File: src/rtl/pc_controller.sv
// Fetch/issue sequencer: reads 1-3 instruction bytes through the PC, then holds the bundle until accepted.
// One memory handshake per byte; ISSUE stalls on instr_ready; a branch aborts the fetch/issue and redirects the PC.
module pc_controller #(
    parameter int WIDTH = 8
) (
    input  logic             clk,
    input  logic             reset,
    input  logic             run,
    input  logic [WIDTH-1:0] pc,
    output logic [WIDTH-1:0] next_pc,
    output logic             clk_enable,
    output logic             mode,
    output logic             mem_req,
    output logic [WIDTH-1:0] mem_addr,
    input  logic             mem_ack,
    input  logic [WIDTH-1:0] mem_rdata,
    input  logic             branch_valid,
    input  logic [WIDTH-1:0] branch_target,
    output logic             instr_valid,
    input  logic             instr_ready,
    output logic [WIDTH-1:0] instr_opcode,
    output logic [WIDTH-1:0] instr_op1,
    output logic [WIDTH-1:0] instr_op2,
    output logic [1:0]       instr_len,
    output logic             halted
);
    typedef enum logic [2:0] {IDLE, FETCH_OP, FETCH_B1, FETCH_B2, ISSUE, HALT} state_t;

    state_t     state;
    logic       fetching;
    logic       redirect;
    logic       take_ack;
    logic       is_halt_op;
    logic [1:0] op_len;

    assign fetching   = (state == FETCH_OP) || (state == FETCH_B1) || (state == FETCH_B2);
    assign redirect   = branch_valid && (fetching || state == ISSUE);
    assign take_ack   = fetching && mem_ack && !branch_valid;
    assign mem_req    = fetching;
    assign mem_addr   = pc;
    assign is_halt_op = &mem_rdata;
    assign op_len     = mem_rdata[WIDTH-1] ? 2'd3 : (mem_rdata[WIDTH-2] ? 2'd2 : 2'd1);

    // Redirect wins over an increment, so at most one PC update per cycle.
    always_comb begin
        clk_enable = 1'b0;
        mode       = 1'b0;
        next_pc    = '0;
        if (redirect) begin
            clk_enable = 1'b1;
            mode       = 1'b1;
            next_pc    = branch_target;
        end else if (take_ack) begin
            clk_enable = 1'b1;
        end
    end

    always_ff @(posedge clk or negedge reset) begin
        if (!reset) begin
            state        <= IDLE;
            instr_valid  <= 1'b0;
            halted       <= 1'b0;
            instr_opcode <= '0;
            instr_op1    <= '0;
            instr_op2    <= '0;
            instr_len    <= 2'd0;
        end else if (redirect) begin
            state        <= FETCH_OP;
            instr_valid  <= 1'b0;
            instr_opcode <= '0;
            instr_op1    <= '0;
            instr_op2    <= '0;
            instr_len    <= 2'd0;
        end else begin
            case (state)
                IDLE: begin
                    if (run) state <= FETCH_OP;
                end
                FETCH_OP: begin
                    if (mem_ack) begin
                        instr_opcode <= mem_rdata;
                        instr_op1    <= '0;
                        instr_op2    <= '0;
                        if (is_halt_op) begin
                            instr_len <= 2'd1;
                            halted    <= 1'b1;
                            state     <= HALT;
                        end else begin
                            instr_len <= op_len;
                            if (op_len == 2'd1) begin
                                instr_valid <= 1'b1;
                                state       <= ISSUE;
                            end else begin
                                state <= FETCH_B1;
                            end
                        end
                    end
                end
                FETCH_B1: begin
                    if (mem_ack) begin
                        instr_op1 <= mem_rdata;
                        if (instr_len == 2'd2) begin
                            instr_valid <= 1'b1;
                            state       <= ISSUE;
                        end else begin
                            state <= FETCH_B2;
                        end
                    end
                end
                FETCH_B2: begin
                    if (mem_ack) begin
                        instr_op2   <= mem_rdata;
                        instr_valid <= 1'b1;
                        state       <= ISSUE;
                    end
                end
                ISSUE: begin
                    if (instr_ready) begin
                        instr_valid <= 1'b0;
                        state       <= run ? FETCH_OP : IDLE;
                    end
                end
                HALT: begin
                    halted <= 1'b1;
                end
                default: state <= IDLE;
            endcase
        end
    end
endmodule

File: config.mk
export PLATFORM = sky130hd
export DESIGN_NAME = pc_controller
export DESIGN_NICKNAME = d
export VERILOG_FILES = /design/src/rtl/pc_controller.sv
export SDC_FILE = /design/constraint.sdc
export NUM_CORES = 1
export LEC_CHECK = 0
export ABC_AREA = 1
export BUFFER_PORTS_ARGS = -buffer_cell sky130_fd_sc_hd__buf_4
export CAP_MARGIN = 5
export CORE_ASPECT_RATIO = 0.5
export CORE_MARGIN = 4
export CORE_UTILIZATION = 33
export DETAILED_ROUTE_END_ITERATION = 16
export PLACE_DENSITY = 0.61
export SLEW_MARGIN = 20
export SYNTH_ARGS = -nofsm -noshare
export SYNTH_HDL_FRONTEND = slang
export SYNTH_SLANG_ARGS = --single-unit
File: constraint.sdc
create_clock -name clk -period 3.43 [get_ports clk]
set_input_delay 0.1715 -clock clk [delete_from_list [all_inputs] [get_ports clk]]
set_output_delay 0.1715 -clock clk [all_outputs]
set_load 0.02 [all_outputs]
# Yosys cells after proc, flatten, opt, wreduce, memory -nomap -nowiden
# Cells that the tools add are included.
# classes
reduce_logical,21
add_sub_neg,0
n_eq_ne,18
muxes,41
multipliers,0
shift,0
order_cmp,0
div,0
bitwise,1
# op_table
operator,count
8-bit two-way mux,7
8-bit case mux with 2 select lines,2
3-bit two-way mux,9
"3-bit != test, second input constant",6
3-bit case mux with 6 select lines,1
8-bit AND reduction,2
1-bit two-way mux,14
2-bit two-way mux,6
"3-bit by 2-bit equality test with 1-bit output, second input constant",2
"3-bit equality test, second input constant",2
"2-bit != test, second input constant",3
"3-bit by 2-bit != test with 1-bit output, second input constant",2
3-bit AND reduction,2
6-bit AND reduction,1
2-bit nonzero test,3
3-bit nonzero test,2
5-bit nonzero test,1
1-bit case mux with 4 select lines,1
4-bit AND reduction,1
"3-bit by 1-bit equality test with 1-bit output, second input constant",1
1-bit logical AND,3
3-bit logical NOT,1
1-bit logical OR,3
"2-bit by 1-bit equality test with 1-bit output, second input constant",1
5 further kinds,5
# totals
mem_bits_ro,0
out_inout_bits,47
elab_cells,88
mem_count,0
ram_bits,0
reg_bits,31
latch_bits,0

# Depth between registers and ports, before layout
# logic_depth
depth_word,8
depth_mapped,10
mapped_depth_nobuf,10

# Least setup slack after synthesis
# Ideal clock, no wire load.
# synth_path
path_type,reg-to-output
start,register state[0]
end,output port next_pc[0]
arrival_ns,1.320
setup_slack_ns,1.939
stages_incl_launch_ff,7
required_ns,3.259
path_buffers,1
cell_sequence,dfrtp_1 -> nor2_1 -> nand2_2 -> nand2_4 -> nand2_4 -> buf_2 -> nor2_1
# synth_between
elab_chain_cells,6
elab_cells_between_ends,9
# synth_rtl
item,line,text
from (decl),29,state_t state;
from (signal assigned),120,state <= run ? FETCH_OP : IDLE;
3-bit by 1-bit equality test with 1-bit output or 3-bit by 2-bit equality test with 1-bit output (tied branches),36,assign fetching = (state == FETCH_OP) || (state == FETCH_B1) || (state == FETCH_B2);
1-bit logical OR (2 in series),36,
1-bit logical OR (*),37,assign redirect = branch_valid && (fetching || state == ISSUE);
1-bit logical AND (*),37,
8-bit two-way mux (*),49,if (redirect) begin
to (decl),10,"output logic [WIDTH-1:0] next_pc,"
# Mark *: on every way between the ends. The rest lies on a longest branch, timed or not.

# Worst setup path after layout
# layout_path
start,register state[2]
end,register instr_opcode[4]
# layout_between
elab_chain_cells,7
elab_cells_between_ends,12
# layout_rtl
item,line,text
3-bit by 1-bit equality test with 1-bit output or 3-bit by 2-bit equality test with 1-bit output (tied branches),"36, 75",
1-bit logical OR (2 in series),36,
1-bit logical OR,37,
1-bit logical AND,37,
2-bit nonzero test (no line),--,
2-bit AND reduction (no line),--,
to (signal assigned),81,instr_opcode <= mem_rdata;
to (decl),21,"output logic [WIDTH-1:0] instr_opcode,"
# Several ways; a longest one is shown, not always the timed one.
# A chain may end at the register's enable or synchronous reset.

==> flow_metrics.py <==
metrics = {
    "outcome": {
        "outcome": "finished clean",
    },
    "global_route": {
        "antenna_found_initial": 0,
        "grt_pass1_wl_microns": 7690,
        "grt_pass1_vias": 1588,
        "grt_usage_pct": 14.8,
        "grt_max_degree": 32,
        "globalRouteOverflowTotal": 0,
    },
    "drt": {
        "finalWirelength_microns": 4590,
        "drc": 0,
        "vias": 1640,
        "firstDrtPassIters": 4,
        "vias_per_cell": 4.53,
        "drt_iter0_markers": 66,
        "wl_per_cell_microns": 12.7,
        "ant_nets": 0,
    },
    "layout": {
        "area_growth_pct": 31.1,
        "n_fill_cell": 513,
        "layout.cells.non_filler": 362,
        "final_nets": 321,
        "diodes": 0,
        "multi_input_area_sq_um": 746,
        "drive_gt1_share_pct": 29.5,
        "seqCellArea_sq_um": 776,
    },
    "critical_path": {
        "start_kind": "flop",
        "cp_num_cells": 7,
        "arrival_ns": 2.16,
        "crit_chain": "inv_1 > nand2_4 > nand2_4 > a21oi_4 > inv_2 > nand2_1 > nand2_1",
        "path_class": "reg2reg",
        "end_kind": "flop",
        "max_stage_delay_ns": 0.61,
        "crit_end": "instr_opcode[4]",
        "crit_required_ns": 3.60,
        "r2r_slack_ns": 1.44,
        "r2r-start": "state[2]",
        "cp_top_family": "flip-flops",
        "cp_slowest_cell": "dfrtp_1",
        "cp_num_buf_inv": 2,
        "crit_start": "state[2]",
        "r2r-end": "instr_opcode[4]",
        "reg2regPathDepth": 7,
        "cp_max_fo": 25,
    },
    "synthesis": {
        "ys_seq_area_share_pct": 44.7,
        "ys.flop_type": "dfrtp_1",
        "synth_cell_types": 23,
        "synth_edf_count": 0,
        "synth_top_area_share_pct": 44.7,
        "synthArstFlopShare_pct": 100,
        "syn-instance-count": 235,
        "ys_ff_latch": 31,
        "yosysMostFrequentCell": "nand2_1",
        "yosysWarnings": 0,
        "syn_nets": 265,
        "synthesis.area_sq_mm": 0.00174,
        "yosys-top-cells-area": "dfrtp_1 (45%), nand2_1 (19%), nand3_1 (6.6%)",
        "synth_common_cells": "nand2_1 (87), dfrtp_1 (31), nor2_1 (26)",
        "avgSynthCellArea_sq_um": 7.39,
        "yosys.area.top_type": "dfrtp_1",
    },
    "floorplanning": {
        "ios": 77,
        "die_h_microns": 59.3,
        "core_area_sq_mm": 0.00500,
        "start_util_pct": 34.7,
        "die_w_microns": 111,
        "fp-row-count": 18,
        "die-area_sq_mm": 0.00656,
    },
    "cts": {
        "cts_made_buffers": 5,
        "clockBufferDepth": 2,
        "tritoncts": "built",
        "clk_latency_ns": 0.28,
        "root_buffer": "clkbuf_8",
        "path_clk_slew_ns": 0.07,
        "clock-sinks": 31,
        "h-tree-depth": 2,
    },
    "job": {
        "cap_violations": 0,
    },
    "timing": {
        "skew_ns": 0.00616,
        "drv_slew": 0,
        "period_share_pct": 58.1,
        "tightest_slew_ns": 0.631,
        "hold_viol_final": 0,
        "rsz0062_at_grt": "no",
        "final.min_clock_period_ns": 1.99,
        "setup_viol": 0,
        "max_slew_margin_pct": 57.8,
        "fmax_mhz": 501,
        "tns_ns": 0,
    },
    "min_path": {
        "min_path_type": "in2reg",
    },
    "power": {
        "p_leak_nw": 1.34,
        "powerDensity_mw_per_mm2": 872,
        "peakVddDrop_mv": 0.262,
    },
    "placement": {
        "port_buffers": 60,
        "gp_congestion": 0.880,
        "dp.final_hpwl_microns": 3520,
        "placed_cells": 353,
    },
}
-- worst min path at each step --
stage | from | endpoint | slack (ns) | cells after the start
after floorplan | reset | halted | -0.12 | 0
after CTS | mem_rdata[7] | instr_len[0] | 0.18 | 3
after detailed placement | reset | instr_valid | 0.13 | 1
after global routing | mem_rdata[7] | instr_len[0] | 0.19 | 3
final | mem_rdata[7] | instr_len[0] | 0.19 | 3
after global placement | reset | instr_valid | 0.13 | 1
-- through the flow --
step           worst slack [ns]  util (%)  total power [W]  cell area, sq um  hold slack (ns)
2_1_floorplan              1.94         -          0.00135              1740           -0.124
3_3_place_gp               1.58      43.6          0.00170              2180            0.127
3_5_place_dp               1.45      43.6          0.00172              2180            0.134
4_1_cts                    1.43      45.5          0.00201              2280            0.182
5_1_grt                    1.23      45.5          0.00215              2280            0.192
6_report                   1.44      45.5          0.00198              2280            0.191
-- flip-flops by register name, summed over array words and instances, names as in the netlist --
| signal | cells |
|---|---|
| instr_len | 2 |
| state | 3 |
| instr_op1 | 8 |
| instr_valid | 1 |
| instr_op2 | 8 |
| halted | 1 |
| instr_opcode | 8 |
-- worst register-to-register path, cell delays in order (launching register included) --
cell and delay [ns]:
dfrtp_1 0.61, inv_1 0.19, nand2_4 0.12, nand2_4 0.07
a21oi_4 0.52, inv_2 0.21, nand2_1 0.11, nand2_1 0.05
-- power by group --
group,total (W),switching [W],internal [W]
registers,0.000595,0.000103,0.000492
clock network,0.000282,0.000140,0.000142
logic,0.00111,0.000720,0.000388
total,0.00198,0.000963,0.00102
-- layer usage --
layer  track usage (%)  vias to the layer above  wire, microns
met4              5.44                        0             40
met1              18.9                      763           2100
met2              25.3                       51           2190
met3              3.47                        4            252
met5                 0                        -              0
li1                  -                      822              -
-- what timing repair did --
action / in CTS / in global routing
buffers inserted: 0 / 0
endpoints found under the setup margin: 0 / 0
hold endpoints to repair: 31 / 0
gates resized for setup: 0 / 0
hold buffers: 1 / 0
-- cell usage in the layout, fill, tap and decap left out --
| cell | n |
|---|---|
| o21ai_0 | 4 |
| dfrtp_1 | 31 |
| inv_2 | 4 |
| nand4_1 | 1 |
| nand2_2 | 1 |
| nand3_1 | 23 |
| clkinv_4 | 2 |
| nor2_4 | 1 |
| clkinv_2 | 1 |
| nor3_2 | 1 |
| clkinvlp_4 | 1 |
| dlygate4sd3_1 | 1 |
| o211ai_1 | 1 |
| nand2_4 | 7 |
| nor2_1 | 26 |
| buf_4 | 60 |
| clkbuf_8 | 5 |
| a21oi_1 | 3 |
| nor3_1 | 2 |
| a21oi_4 | 1 |
| nand2_1 | 87 |
| a21o_1 | 1 |
| clkbuf_1 | 1 |
| o21ai_1 | 1 |
| inv_1 | 24 |
| nor2_2 | 2 |
-- layout make-up --
cell class / count / area share, %
flip-flops and latches: 31 / 34.1
multi-input cells: 162 / 32.7
repair buffers: 61 / 20.2
inverters: 30 / 5.38
well taps: 70 / 3.85
clock buffers: 6 / 3.19
clock inverters: 2 / 0.549
-- kinds of logic (layout without fill, tap and decap cells) --
kind of cell           count (synthesis)  count (layout)  synth area share [%]
flip-flops                            31              31                  44.7
AND/OR/NAND/NOR                      151             151                  38.8
AO/OA/AOI/OAI                         11              11                  4.11
buffers and inverters                 42              99                  12.4
Power figures use the tool's default switching activity.
